$ cat config.mk
export PLATFORM = sky130hd
export DESIGN_NAME = fifo_vc_out_flat
export DESIGN_NICKNAME = d
export VERILOG_FILES = /design/src/rtl/fifo_vc_out_if.sv /design/src/rtl/fifo_vc_out.sv /design/src/flat_wrapper.sv
export SDC_FILE = /design/constraint.sdc
export NUM_CORES = 1
export LEC_CHECK = 0
export ABC_AREA = 1
export BUFFER_PORTS_ARGS = -buffer_cell sky130_fd_sc_hd__buf_2
export CORE_UTILIZATION = 45
export CTS_CLUSTER_SIZE = 40
export DETAILED_ROUTE_END_ITERATION = 10
export GPL_TIMING_DRIVEN = 0
export PLACE_DENSITY = 0.61
export REMOVE_ABC_BUFFERS = 1
export SLEW_MARGIN = 40
export SYNTH_ARGS = -nofsm -noshare
export SYNTH_HDL_FRONTEND = slang
export SYNTH_SLANG_ARGS = --single-unit
$ cat constraint.sdc
create_clock -name clk -period 5.1 [get_ports clk]
set_input_delay 0.255 -clock clk [delete_from_list [all_inputs] [get_ports clk]]
set_output_delay 0.255 -clock clk [all_outputs]
set_load 0.005 [all_outputs]
$ cat src/rtl/fifo_vc_out_if.sv
// Purpose: push/pop data interface between a MUX output lane and its fifo_vc_out.
// Master side (upstream/consumer logic) drives push, pop and data_in; the FIFO
// (slave) returns registered read data, valid_out, occupancy flags, error and pause.
interface fifo_vc_out_if #(
  parameter int DATA_WIDTH = 10
);
  logic                  push;
  logic                  pop;
  logic [DATA_WIDTH-1:0] data_in;
  logic [DATA_WIDTH-1:0] data_out;
  logic                  valid_out;
  logic                  fifo_empty;
  logic                  fifo_full;
  logic                  almost_full;
  logic                  almost_empty;
  logic                  error;
  logic                  pause;

  modport master (
    output push, pop, data_in,
    input  data_out, valid_out, fifo_empty, fifo_full,
    input  almost_full, almost_empty, error, pause
  );

  modport slave (
    input  push, pop, data_in,
    output data_out, valid_out, fifo_empty, fifo_full,
    output almost_full, almost_empty, error, pause
  );
endinterface

$ cat src/rtl/fifo_vc_out.sv
// Purpose: per-lane output FIFO behind the transaction-layer MUX, 2**ADDR_WIDTH words deep.
// Latency: pop -> data_out/valid_out one cycle; flags reflect the registered count.
// Backpressure: overflowing pushes are dropped and flagged; pause (FIFO_PAUSE_EN) throttles upstream.
//
// Ports: clk, reset_L (async active-low), init + umbral_alto/umbral_bajo (threshold
// latch while in INIT), bus (fifo_vc_out_if.slave: push/pop/data and status flags),
// state (one-hot FSM: RESET 00001, INIT 00010, IDLE 00100, ACTIVE 01000, ERROR 10000).
// Optional macro FIFO_PAUSE_EN: builds the hysteretic pause register; otherwise pause=0.
module fifo_vc_out #(
  parameter int DATA_WIDTH = 10,
  parameter int ADDR_WIDTH = 3
) (
  input  logic                  clk,
  input  logic                  reset_L,
  input  logic                  init,
  input  logic [ADDR_WIDTH:0]   umbral_alto,
  input  logic [ADDR_WIDTH:0]   umbral_bajo,
  fifo_vc_out_if.slave          bus,
  output logic [4:0]            state
);

  localparam int DEPTH = 1 << ADDR_WIDTH;
  localparam logic [ADDR_WIDTH:0] DEPTH_C  = {1'b1, {ADDR_WIDTH{1'b0}}};
  localparam logic [ADDR_WIDTH:0] ALTO_RST = DEPTH_C - (ADDR_WIDTH+1)'(2);
  localparam logic [ADDR_WIDTH:0] BAJO_RST = (ADDR_WIDTH+1)'(1);

  typedef enum logic [4:0] {
    S_RESET  = 5'b00001,
    S_INIT   = 5'b00010,
    S_IDLE   = 5'b00100,
    S_ACTIVE = 5'b01000,
    S_ERROR  = 5'b10000
  } state_t;

  state_t                st_q, st_d;
  logic [DATA_WIDTH-1:0] mem [DEPTH];
  logic [ADDR_WIDTH-1:0] wr_ptr, rd_ptr;
  logic [ADDR_WIDTH:0]   count_q, count_d;
  logic [ADDR_WIDTH:0]   alto_q, bajo_q;
  logic [DATA_WIDTH-1:0] data_out_q;
  logic                  valid_q;
  logic                  err_q, err_d;
  logic                  ops_en, wr_en, rd_en, ovf, udf;

  // Data path only runs once thresholds are settled; RESET/INIT ignore push/pop.
  assign ops_en = (st_q == S_IDLE) || (st_q == S_ACTIVE) || (st_q == S_ERROR);
  // A full FIFO still accepts a push when a pop frees a slot on the same edge.
  assign wr_en  = ops_en && bus.push && ((count_q < DEPTH_C) || bus.pop);
  assign rd_en  = ops_en && bus.pop && (count_q != '0);
  assign ovf    = ops_en && bus.push && !bus.pop && (count_q == DEPTH_C);
  assign udf    = ops_en && bus.pop && (count_q == '0);
  assign count_d = count_q + (ADDR_WIDTH+1)'(wr_en) - (ADDR_WIDTH+1)'(rd_en);

  always_comb begin
    st_d  = st_q;
    err_d = err_q;
    case (st_q)
      S_RESET: st_d = S_INIT;
      S_INIT: begin
        err_d = 1'b0;
        if (!init) st_d = S_IDLE;
      end
      S_IDLE, S_ACTIVE: begin
        if (init) begin
          st_d = S_INIT;
        end else if (ovf || udf) begin
          st_d  = S_ERROR;
          err_d = 1'b1;
        end else begin
          st_d = (count_d == '0) ? S_IDLE : S_ACTIVE;
        end
      end
      S_ERROR: begin
        // Sticky until init; the FIFO itself keeps moving data meanwhile.
        if (init) begin
          st_d  = S_INIT;
          err_d = 1'b0;
        end
      end
      default: st_d = S_RESET;
    endcase
  end

  always_ff @(posedge clk or negedge reset_L) begin
    if (!reset_L) begin
      st_q       <= S_RESET;
      wr_ptr     <= '0;
      rd_ptr     <= '0;
      count_q    <= '0;
      data_out_q <= '0;
      valid_q    <= 1'b0;
      err_q      <= 1'b0;
      alto_q     <= ALTO_RST;
      bajo_q     <= BAJO_RST;
      for (int i = 0; i < DEPTH; i++) mem[i] <= '0;
    end else begin
      st_q    <= st_d;
      err_q   <= err_d;
      count_q <= count_d;
      valid_q <= rd_en;
      if (wr_en) begin
        mem[wr_ptr] <= bus.data_in;
        wr_ptr      <= wr_ptr + ADDR_WIDTH'(1);
      end
      if (rd_en) begin
        data_out_q <= mem[rd_ptr];
        rd_ptr     <= rd_ptr + ADDR_WIDTH'(1);
      end
      if (st_q == S_INIT && init) begin
        alto_q <= umbral_alto;
        bajo_q <= umbral_bajo;
      end
    end
  end

`ifdef FIFO_PAUSE_EN
  logic pause_q;
  // Hysteresis on the post-update occupancy: set at/above alto, clear at/below bajo.
  always_ff @(posedge clk or negedge reset_L) begin
    if (!reset_L) begin
      pause_q <= 1'b0;
    end else if (count_d >= alto_q) begin
      pause_q <= 1'b1;
    end else if (count_d <= bajo_q) begin
      pause_q <= 1'b0;
    end
  end
  assign bus.pause = pause_q;
`else
  assign bus.pause = 1'b0;
`endif

  assign state            = st_q;
  assign bus.data_out     = data_out_q;
  assign bus.valid_out    = valid_q;
  assign bus.error        = err_q;
  assign bus.fifo_empty   = (count_q == '0);
  assign bus.fifo_full    = (count_q == DEPTH_C);
  assign bus.almost_full  = (count_q >= alto_q);
  assign bus.almost_empty = (count_q <= bajo_q);

endmodule

$ cat src/flat_wrapper.sv
// flat-port wrapper written by rule: the top's interface ports become plain ports
module fifo_vc_out_flat 
#(
  parameter int DATA_WIDTH = 10,
  parameter int ADDR_WIDTH = 3
)
  (clk, reset_L, init, umbral_alto, umbral_bajo, state, bus_push, bus_pop, bus_data_in, bus_data_out, bus_valid_out, bus_fifo_empty, bus_fifo_full, bus_almost_full, bus_almost_empty, bus_error, bus_pause);
  fifo_vc_out_if #(.DATA_WIDTH(DATA_WIDTH)) bus_i ();
  input  logic clk;
  input  logic reset_L;
  input  logic init;
  input  logic [ADDR_WIDTH:0] umbral_alto;
  input  logic [ADDR_WIDTH:0] umbral_bajo;
  output logic [4:0] state;
  input wire logic [$bits(bus_i.push)-1:0] bus_push;
  input wire logic [$bits(bus_i.pop)-1:0] bus_pop;
  input wire logic [$bits(bus_i.data_in)-1:0] bus_data_in;
  output wire logic [$bits(bus_i.data_out)-1:0] bus_data_out;
  output wire logic [$bits(bus_i.valid_out)-1:0] bus_valid_out;
  output wire logic [$bits(bus_i.fifo_empty)-1:0] bus_fifo_empty;
  output wire logic [$bits(bus_i.fifo_full)-1:0] bus_fifo_full;
  output wire logic [$bits(bus_i.almost_full)-1:0] bus_almost_full;
  output wire logic [$bits(bus_i.almost_empty)-1:0] bus_almost_empty;
  output wire logic [$bits(bus_i.error)-1:0] bus_error;
  output wire logic [$bits(bus_i.pause)-1:0] bus_pause;
  assign bus_i.push = bus_push;
  assign bus_i.pop = bus_pop;
  assign bus_i.data_in = bus_data_in;
  assign bus_data_out = bus_i.data_out;
  assign bus_valid_out = bus_i.valid_out;
  assign bus_fifo_empty = bus_i.fifo_empty;
  assign bus_fifo_full = bus_i.fifo_full;
  assign bus_almost_full = bus_i.almost_full;
  assign bus_almost_empty = bus_i.almost_empty;
  assign bus_error = bus_i.error;
  assign bus_pause = bus_i.pause;
  fifo_vc_out #(.DATA_WIDTH(DATA_WIDTH), .ADDR_WIDTH(ADDR_WIDTH)) u_core (.clk(clk), .reset_L(reset_L), .init(init), .umbral_alto(umbral_alto), .umbral_bajo(umbral_bajo), .bus(bus_i), .state(state));
endmodule
-- Word level (Yosys, flattened, before mapping)
Index checks and enable logic that the tools add are counted.
- input bits: 23
- output and inout bits: 22
- logic and storage cells: 76
- flip-flop bits (word level): 115
- order comparisons: 6
- reduce and logical (&&, ||, !) cells: 21
- equal/unequal tests: 10
- bitwise operators: 2
- add/sub/neg operators: 4
- multiplexer cells: 16
- operators by type and width (operator ; number):
    $bwmux 80 ; 1
    $bmux 10 s3 ; 1
    $demux 10 s3 ; 1
    $mux 10 ; 3
    $mux 5 ; 4
    $pmux 5 s4 ; 1
    $logic_and 1x1->1 ; 9
    $ge 4x4->1 const B ; 2
    $logic_not 4->1 ; 2
    $not 3->4 ; 2
    $add 3x1->3 const B ; 2
    $ne 2x2->1 const B ; 3
    $eq 5x1->1 const B ; 1
    $eq 5x2->1 const B ; 1
    $eq 5x3->1 const B ; 1
    $eq 5x4->1 const B ; 1
    $eq 5x5->1 const B ; 1
    $add 4x1->4 ; 1
    $eq 4x4->1 const B ; 1
    $ge 4x4->1 ; 1
    $le 4x4->1 ; 1
    $logic_or 1x1->1 ; 4
    $lt 4x1->1 const B ; 1
    $lt 4x4->1 const B ; 1
    other kinds (11) ; 13

-- Logic depth before layout (Yosys ltp)
Gate-level depths: netlist of the first run.
- depth in word-level cells: 12
- mapped depth: 19

-- Worst setup path before layout of the first run
OpenSTA, ideal clock, no wires.
- kind: reg2reg
- start point: register u_core.st_q[0] (netlist: u_core.state[0])
- end point: register u_core.st_q[2] (netlist: u_core.state[2])
- cell stages (with the launch flop): 20
- path slack: 2.290 ns
- arrival time: 2.732 ns
- setup time: 0.077 ns
- path buffers: 1
- cell sequence: dfstp_2 inv_2 nand2_1 nor2_1 nand2_2 nand2_4 nand3_1 inv_1 buf_2 ha_1 inv_1 ha_1 inv_1 fa_1 inv_1 nor2_1 nand2_1 nor2_1 nand4_1 a21oi_1
- elaborated cells between the ends (all ways): 26
- classes of those cells: 2 x add/sub; 7 x eq/ne; 4 x mux; 13 x reduce/logical
- RTL lines (item ; RTL line ; RTL):
    from (decl) ; fifo_vc_out.sv:35 ; state_t st_q, st_d;
    from (signal assigned) ; fifo_vc_out.sv:97 ; st_q <= st_d;
    $eq 5x3->1 / $eq 5x4->1 (equally long branches) ; fifo_vc_out.sv:46 ; assign ops_en = (st_q == S_IDLE) || (st_q == S_ACTIVE) || (st_q == S_ERROR);
    $logic_or 1x1->1 ; fifo_vc_out.sv:46 ;
    $logic_or 1x1->1 * ; fifo_vc_out.sv:46 ;
    $logic_and 1x1->1 * (2 in a row) ; fifo_vc_out.sv:49 ; assign rd_en = ops_en && bus.pop && (count_q != '0);
    named net u_core.rd_en ; fifo_vc_out.sv:43 ; logic ops_en, wr_en, rd_en, ovf, udf;
    $sub 4x1->4 * ; fifo_vc_out.sv:52 ; assign count_d = count_q + (ADDR_WIDTH+1)'(wr_en) - (ADDR_WIDTH+1)'(rd_en);
    named net u_core.count_d[1] ; fifo_vc_out.sv:38 ; logic [ADDR_WIDTH:0] count_q, count_d;
    $logic_not 4->1 * ; fifo_vc_out.sv:70 ; st_d = (count_d == '0) ? S_IDLE : S_ACTIVE;
    $mux 4 * ; fifo_vc_out.sv:70 ;
    $mux 5 * ; fifo_vc_out.sv:66 ; end else if (ovf || udf) begin
    $mux 5 * ; fifo_vc_out.sv:64 ; if (init) begin
    $pmux 5 s4 * ; fifo_vc_out.sv:57 ; case (st_q)
Mark *: on every way through the listed nets, which the timed path passes. The rest lies on a longest branch.
A chain may end at the register's enable or synchronous reset.

-- Final worst setup path of the first run
- start point: register u_core.st_q[1] (netlist: u_core.state[1])
- end point: register u_core.st_q[2] (netlist: u_core.state[2])
- cells in the longest elaborated chain, start to end: 12
- elaborated cells between the ends (all ways): 26
- classes of those cells: 2 x add/sub; 7 x eq/ne; 4 x mux; 13 x reduce/logical
- RTL lines (item ; RTL line ; RTL):
    $eq 5x3->1 / $eq 5x4->1 (equally long branches) ; fifo_vc_out.sv:46 ;
    $logic_or 1x1->1 ; fifo_vc_out.sv:46 ;
    $logic_or 1x1->1 * ; fifo_vc_out.sv:46 ;
    $logic_and 1x1->1 (2 in a row) ; fifo_vc_out.sv:48 ; assign wr_en = ops_en && bus.push && ((count_q < DEPTH_C) || bus.pop);
    $add 4x1->4 ; fifo_vc_out.sv:52 ;
    $sub 4x1->4 * ; fifo_vc_out.sv:52 ;
    named net u_core.count_d[1] ; fifo_vc_out.sv:38 ;
    $logic_not 4->1 * ; fifo_vc_out.sv:70 ;
    $mux 4 * ; fifo_vc_out.sv:70 ;
    $mux 5 * ; fifo_vc_out.sv:66 ;
    $mux 5 * ; fifo_vc_out.sv:64 ;
    $pmux 5 s4 * ; fifo_vc_out.sv:57 ;
Marked as above.

==> flow_summary.toml, run 1 <==
[status]
outcome = "completed"

[synth]
synth_enable_flop_cells = 0
postSynthRegisterBits = 115
yosysWarnings = 0
synth.lib_cells_used.distinct = 39
top_ff_cell_synth = "sky130_fd_sc_hd__dfrtp_1"
syn_std_cell_area_um2 = 5570
synth.avg_cell_area_um2 = 8.46
async_reset_ff_frac = 1.00
netlist_instances = 659
ys_seq_area_frac = 0.517

[power_and_ir_drop]
comb_power_share = 0.296
clock_power_share = 0.294
intPower_w = 0.00230
power.share.sequential = 0.410
switching_share = 0.356
p_per_cell_area_nw_per_um2 = 558
leakage_nw = 3.19
power_dissipated_by_switching_net_loads_w = 0.00127
ir_drop_uv = 325

[cells_and_area]
finish.utilization = 0.530
finalNonFillerCells = 872
fin_nets = 731
post_route_cells_drive_above_1_share = 0.153
number_of_inserted_diodes = 0
fillerInstances = 1103
final_cell_area_um2 = 6390
area_growth_syn_to_layout_pct = 14.7

[setup_path]
crit_fanout = 24
setup.worst_path.end_class = "flip-flop"
startpoint_type = "flip-flop"
cp-endpoint = "u_core.state[2]"
crit_start = "u_core.state[1]"
critPathRequiredTime_ns = 5.44
setup.worst_path.class = "flip-flop to flip-flop"
reg2reg_depth = 18
ff2ff_setup_slack_ns = 1.86
critical_register_to_register_path_startpoint = "u_core.state[1]"
cp_data_arrival_time_ns = 3.58
worstReg2RegEnd = "u_core.state[2]"

[sta]
finalCriticalPeriod_ns = 3.24
hold_viol = 0
fin_hold_ws_ns = 0.0499
maxClockFrequency_mhz = 308
timing.final.setup_violations = 0
tns_ns = 0
final_max_slew_viol_count = 0
timing.max_slew.rel_slack = 0.464
timing_worst_slew_pin_value_ns = 0.801
clock-skew-final_ns = 0.00852
timing.final.crit_share = 0.636
setup_repair_after_global_routing_missed_its_margin = "false"

[routing]
antenna_viol_nets_final = 0
via_total_after_detailed_routing = 4409
drt-initial-drc-count = 427
route.final.wire_length_mm = 13.0
wire_per_inst_um = 14.9
number_of_remaining_drc_errors = 0
post_drt_via_cell_ratio = 5.06
number_of_detailed_routing_iterations_run_before_antenna_repair = 5

[clock_tree]
cts.sinks = 115
tritoncts.num_buffers = 17
cts_tree = "done"
clk-insertion-delay-late_ns = 0.42
cts.root.buffer_cell = "sky130_fd_sc_hd__clkbuf_16"
cts_post_setup_buffers_inserted = 0
clkTransAtPathRegs_ns = 0.05
clock_path_buffers = 2
cts.repair.resized = 0
ctsHtreeMaxLevel = 4

[grt]
grt-ovfl-total = 0
first_global_vias = 4347
antenna_found_initial = 0
first_pass_grt_wire_length_mm = 21.9
global_route.usage.total = 0.228
grt_max_degree = 70

[die]
die_width_um = 113
ios = 45
die_height_um = 113
placement_rows = 40
fp.coreArea_um2 = 12100
fp.dieArea_um2 = 12800
initial_core_util = 0.462

[placed_design]
gp_congestion = 0.830
place.detailed.hpwl_mm = 7.68
placedCellCount = 839
place.port_buffers = 43
post_dp_cell_area_um2 = 5860

[hold_path]
hold_depth = 2
hold_path_class = "input port to flip-flop"

[flow_run]
maxCapViolations = 0
-- state kept, by name, summed over array words and instances, names as in the netlist, 3 cells and up --
name                 cells
u_core.bajo_q            4
u_core.count_q           4
u_core.state             5
u_core.bus.data_out     10
u_core.rd_ptr            3
u_core.wr_ptr            3
u_core.mem              80
u_core.alto_q            4
-- metrics by stage --
step	total power, W	worst slack (ns)
floorplan	0.00216	2.19
global placement	0.00248	1.61
detailed placement	0.00253	1.85
CTS	0.00360	1.82
global route	0.00386	1.58
finish	0.00357	1.86
-- metal layers --
metal	global-route usage	vias to the layer above	share of wire
met5	0	-	0
met4	0.0825	0	0.011
met3	0.0664	12	0.055
met2	0.380	124	0.50
met1	0.283	2069	0.44
li1	-	2204	-
-- layout make-up --
| cell class | instances | area, um2 | share of cell area |
|---|---|---|---|
| inverters | 47 | 176 | 0.0276 |
| multi-input cells | 465 | 2340 | 0.365 |
| clock buffers | 25 | 485 | 0.0759 |
| repair buffers | 45 | 263 | 0.0411 |
| clock inverters | 7 | 35.0 | 0.00548 |
| flip-flops and latches | 115 | 2890 | 0.452 |
| well taps | 168 | 210 | 0.0329 |
-- logic make-up after synthesis --
group,share of synthesized area
AO/OA/AOI/OAI,0.149
other,0.000673
buffers and inverters,0.0658
AND/OR/NAND/NOR,0.216
multiplexers,0.00404
XOR/XNOR,0.00786
adder cells (fa/ha/maj),0.0395
flip-flops,0.517
-- power by group through the flow --
stage | clock network [W] | registers, W | logic, W
2_1_floorplan | 0 | 0.00139 | 0.000777
3_3_place_gp | 0 | 0.00146 | 0.00103
3_5_place_dp | 0 | 0.00147 | 0.00106
4_1_cts | 0.00107 | 0.00146 | 0.00107
5_1_grt | 0.00111 | 0.00151 | 0.00125
6_report | 0.00105 | 0.00146 | 0.00106
-- what timing repair did --
item,4_1_cts,5_1_grt
endpoints found under the setup margin,0,0
endpoints found under the hold margin,46,0
hold buffers,1,0
-- Yosys cell counts (2+ instances only) --
cell type,number,share of area
sky130_fd_sc_hd__a21oi_1,10,0.0090
sky130_fd_sc_hd__buf_2,5,0.0045
sky130_fd_sc_hd__buf_4,3,0.0040
sky130_fd_sc_hd__buf_6,7,0.014
sky130_fd_sc_hd__clkbuf_1,16,0.011
sky130_fd_sc_hd__dfrtp_1,111,0.50
sky130_fd_sc_hd__dfstp_2,4,0.019
sky130_fd_sc_hd__ha_1,16,0.036
sky130_fd_sc_hd__inv_1,43,0.029
sky130_fd_sc_hd__inv_2,3,0.0020
sky130_fd_sc_hd__mux2_2,2,0.0040
sky130_fd_sc_hd__nand2_1,167,0.11
sky130_fd_sc_hd__nand2_2,5,0.0056
sky130_fd_sc_hd__nand3_1,19,0.017
sky130_fd_sc_hd__nand4_1,3,0.0034
sky130_fd_sc_hd__nor2_1,87,0.059
sky130_fd_sc_hd__nor3_2,2,0.0036
sky130_fd_sc_hd__nor4_1,2,0.0022
sky130_fd_sc_hd__o21a_1,10,0.013
sky130_fd_sc_hd__o21ai_0,76,0.068
sky130_fd_sc_hd__o21ai_1,37,0.033
sky130_fd_sc_hd__o21ai_2,11,0.017
sky130_fd_sc_hd__xor2_1,4,0.0063
-- cells in the final DEF (no fill, tap or decap), types with 2 or more instances in the layout --
master                      instances
sky130_fd_sc_hd__clkinv_2           7
sky130_fd_sc_hd__nor3_4             2
sky130_fd_sc_hd__o21ai_2           11
sky130_fd_sc_hd__clkbuf_1           5
sky130_fd_sc_hd__o21a_1            10
sky130_fd_sc_hd__nand2_1          167
sky130_fd_sc_hd__nor2_1            87
sky130_fd_sc_hd__o21ai_0           76
sky130_fd_sc_hd__nor4_1             2
sky130_fd_sc_hd__nand4_1            3
sky130_fd_sc_hd__o21ai_1           37
sky130_fd_sc_hd__clkbuf_16         17
sky130_fd_sc_hd__dfstp_2            4
sky130_fd_sc_hd__mux2_2             2
sky130_fd_sc_hd__nand2_2            5
sky130_fd_sc_hd__inv_2              5
sky130_fd_sc_hd__buf_2             42
sky130_fd_sc_hd__ha_1              16
sky130_fd_sc_hd__a21oi_1           10
sky130_fd_sc_hd__xor2_1             4
sky130_fd_sc_hd__clkbuf_8           3
sky130_fd_sc_hd__inv_1             41
sky130_fd_sc_hd__nand3_1           19
sky130_fd_sc_hd__dfrtp_1          109
-- worst min path at each step --
| stage | end | startpoint | slack, ns |
|---|---|---|---|
| after global routing | u_core.state[3] | init | 0.04 |
| after CTS | u_core.state[3] | init | 0.03 |
| after detailed placement | u_core.mem[48] | reset_L | 0.18 |
| after global placement | u_core.mem[7] | u_core.mem[7] | 0.45 |
| after floorplan | u_core.alto_q[0] | reset_L | -0.04 |
| final | u_core.state[3] | init | 0.05 |
-- critical path: stages, from the launching register on --
cell,delay [ns]
sky130_fd_sc_hd__dfrtp_1,0.41
sky130_fd_sc_hd__inv_2,0.08
sky130_fd_sc_hd__nand2_1,0.05
sky130_fd_sc_hd__nor2_1,0.11
sky130_fd_sc_hd__nand2_2,0.12
sky130_fd_sc_hd__nand2_4,0.12
sky130_fd_sc_hd__nand3_1,0.16
sky130_fd_sc_hd__inv_2,0.42
sky130_fd_sc_hd__ha_1,0.32
sky130_fd_sc_hd__inv_1,0.06
sky130_fd_sc_hd__ha_1,0.17
sky130_fd_sc_hd__inv_1,0.06
sky130_fd_sc_hd__fa_1,0.48
sky130_fd_sc_hd__inv_1,0.05
sky130_fd_sc_hd__nor2_1,0.09
sky130_fd_sc_hd__nand2_1,0.06
sky130_fd_sc_hd__nor2_1,0.16
sky130_fd_sc_hd__nand4_1,0.12
sky130_fd_sc_hd__a21oi_1,0.13
Power figures use the tool's default switching activity.
==> run 2: changes to the inputs <==
--- a/config.mk
+++ b/config.mk
@@ -11,7 +11,7 @@
 export CTS_CLUSTER_SIZE = 40
 export DETAILED_ROUTE_END_ITERATION = 10
 export GPL_TIMING_DRIVEN = 0
-export PLACE_DENSITY = 0.61
+export PLACE_DENSITY = 0.63
 export REMOVE_ABC_BUFFERS = 1
 export SLEW_MARGIN = 40
 export SYNTH_ARGS = -nofsm -noshare
==> constraint.sdc (replaced) <==
create_clock -name clk -period 2.6 [get_ports clk]
set_input_delay 0.13 -clock clk [delete_from_list [all_inputs] [get_ports clk]]
set_output_delay 0.13 -clock clk [all_outputs]
set_load 0.005 [all_outputs]
==> run 2 against run 1 <==
Net effect: the run now ends with setup timing left; register-to-register slack worse by 1.9 ns; global-route usage is 0.61 points higher; sequential cell count stayed put; via count rose by 5.2%; core utilization grew 3.5 points; first-iteration DRC count decreased by 15%; sequential power is 96% higher; worst setup slack worse by 1.9 ns; routed wire length grew 3.7%; sequential share of layout area down 2.8 points; critical path type unchanged.
==> flow_summary.toml, run 2 (synthesis gave the netlist of run 1 again) <==
[sta]
finalWorstSetupSlack_ns = -0.0173
hold_viol = 0
timing_worst_slew_pin_value_ns = 0.795
setup_repair_after_global_routing_missed_its_margin = "true"
maxClockFrequency_mhz = 382
timing.max_slew.rel_slack = 0.470
final_max_slew_viol_count = 0
timing.final.crit_share = 1.01
finalCriticalPeriod_ns = 2.62
clock-skew-final_ns = 0.00724
timing.final.setup_violations = 1

[clock_tree]
clkTransAtPathRegs_ns = 0.05
cts.root.buffer_cell = "sky130_fd_sc_hd__clkbuf_16"
clk-insertion-delay-late_ns = 0.42
tritoncts.num_buffers = 17
clock_path_buffers = 2
ctsHtreeMaxLevel = 4
cts_tree = "done"
cts.sinks = 115

[cells_and_area]
post_route_cells_drive_above_1_share = 0.191
largest_register_ffs = 80
final_cell_area_um2 = 6810
fin_nets = 765
final_common_cell = "sky130_fd_sc_hd__nand2_1"
number_of_inserted_diodes = 0
area_growth_syn_to_layout_pct = 22.2
final_cell_mix = "sky130_fd_sc_hd__nand2_1, sky130_fd_sc_hd__dfrtp_1, sky130_fd_sc_hd__nor2_1, sky130_fd_sc_hd__o21ai_0, sky130_fd_sc_hd__buf_2"
register_ranked_first_by_flip_flop_count = "u_core.mem"

[setup_path]
startpoint_type = "flip-flop"
setup.worst_path.end_class = "flip-flop"
setup.worst_path.class = "flip-flop to flip-flop"
crit_start = "u_core.state[0]"
ff2ff_setup_slack_ns = -0.02
critPathRequiredTime_ns = 2.95
critical_register_to_register_path_startpoint = "u_core.state[0]"
reg2reg_depth = 18
cp-endpoint = "u_core.state[2]"
worstReg2RegEnd = "u_core.state[2]"
crit_fanout = 4
cp_data_arrival_time_ns = 2.96

[status]
violations = "setup timing"
outcome = "finished with violations"

[placed_design]
place_ws_ns = -0.665
post_dp_cell_area_um2 = 5860
gp_congestion = 0.850
place.port_buffers = 43
place.detailed.hpwl_mm = 7.62

[grt]
grt-ovfl-total = 0
global_route.usage.total = 0.234
first_pass_grt_wire_length_mm = 22.6
grt_max_degree = 74
first_global_vias = 4703
antenna_found_initial = 0

[routing]
number_of_detailed_routing_iterations_run_before_antenna_repair = 7
drt-initial-drc-count = 364
route.final.wire_length_mm = 13.5
wire_per_inst_um = 14.9
via_total_after_detailed_routing = 4640
antenna_viol_nets_final = 0
number_of_remaining_drc_errors = 0
post_drt_via_cell_ratio = 5.12

[hold_path]
hold_path_class = "input port to flip-flop"
hold_depth = 3

[flow_run]
maxCapViolations = 0

[die]
die_height_um = 113
ios = 45
fp.coreArea_um2 = 12100
placement_rows = 40
fp.dieArea_um2 = 12800
die_width_um = 113
initial_core_util = 0.462

[power_and_ir_drop]
ir_drop_uv = 619
p_per_cell_area_nw_per_um2 = 1070
leakage_nw = 3.36
[run 2: cell types whose count changed in the layout (fill, tap and decap cells not counted), moves of 3 or more]
cell / previous run / this run
sky130_fd_sc_hd__dlygate4sd3_1: 1 / 20
sky130_fd_sc_hd__buf_4: 0 / 14
sky130_fd_sc_hd__nor2_1: 87 / 81
sky130_fd_sc_hd__nor2_2: 0 / 5
sky130_fd_sc_hd__inv_1: 41 / 37
sky130_fd_sc_hd__clkbuf_8: 3 / 6
[run 2: how the worst min path moves through the flow]
| stage | start | endpoint |
|---|---|---|
| final | bus_push | u_core.wr_ptr[0] |
| after global placement | init | u_core.state[3] |
| after CTS | bus_push | u_core.wr_ptr[0] |
| after global routing | bus_push | u_core.wr_ptr[0] |
| after detailed placement | reset_L | u_core.mem[19] |
| after floorplan | reset_L | u_core.alto_q[0] |
[run 2: area by class of cell]
cell class,count,area (um2)
Clock buffer,27,523
Clock inverter,5,25.0
Fill cell,1089,5250
Inverter,47,186
Multi-Input combinational cell,465,2420
Sequential cell,115,2890
Tap cell,168,210
Timing Repair Buffer,78,558
Timing Repair inverter,1,6.26
[run 2: where the power goes]
group          switching [W]  leakage [nW]  total (W)  internal [W]
clock               0.000765         0.277    0.00212       0.00136
combinational        0.00129          1.56    0.00230       0.00101
sequential          0.000512          1.51    0.00286       0.00234
total                0.00257          3.36    0.00728       0.00471
[run 2: repair_timing]
action                                 in CTS  in global routing
hold buffers                               20                  0
setup endpoints to repair                   5                  2
setup buffers                              11                  3
pin swaps                                  11                  8
endpoints found under the hold margin     136                  0
cloned                                      1                  0
gates resized for setup                    17                  9
[run 2: metal layers]
metal / share of wire / GRT usage / vias to the layer above
li1: - / - / 2273
met1: 0.46 / 0.291 / 2238
met2: 0.48 / 0.390 / 108
met3: 0.039 / 0.0487 / 21
met4: 0.020 / 0.114 / 0
met5: 0 / 0 / -
[run 2: metrics by stage]
step	instances	power (W)	hold slack, ns	TNS (ns)	utilization
after floorplan	627	0.00424	-0.166	-0.510	-
final	906	0.00728	0.127	-0.0173	0.565
after global placement	838	0.00487	0.343	-10.68	0.482
after detailed placement	839	0.00495	0.0415	-1.54	0.485
after CTS	903	0.00726	0.103	-0.0435	0.560
after global routing	906	0.00783	0.127	-0.265	0.565
[run 2: worst max-delay path, cell delays in order (launching register included)]
cell and delay (ns):
sky130_fd_sc_hd__dfstp_2 0.56, sky130_fd_sc_hd__inv_2 0.05, sky130_fd_sc_hd__nand2_2 0.06, sky130_fd_sc_hd__nor2_2 0.04, sky130_fd_sc_hd__nand2_2 0.09, sky130_fd_sc_hd__nand2_4 0.08, sky130_fd_sc_hd__nand3_4 0.12, sky130_fd_sc_hd__inv_8 0.04
sky130_fd_sc_hd__ha_4 0.20, sky130_fd_sc_hd__inv_2 0.06, sky130_fd_sc_hd__ha_4 0.13, sky130_fd_sc_hd__inv_2 0.03, sky130_fd_sc_hd__fa_1 0.48, sky130_fd_sc_hd__inv_2 0.04, sky130_fd_sc_hd__nor2_2 0.08, sky130_fd_sc_hd__nand2_1 0.07
sky130_fd_sc_hd__nor2_2 0.16, sky130_fd_sc_hd__nand4_1 0.12, sky130_fd_sc_hd__a21oi_1 0.13
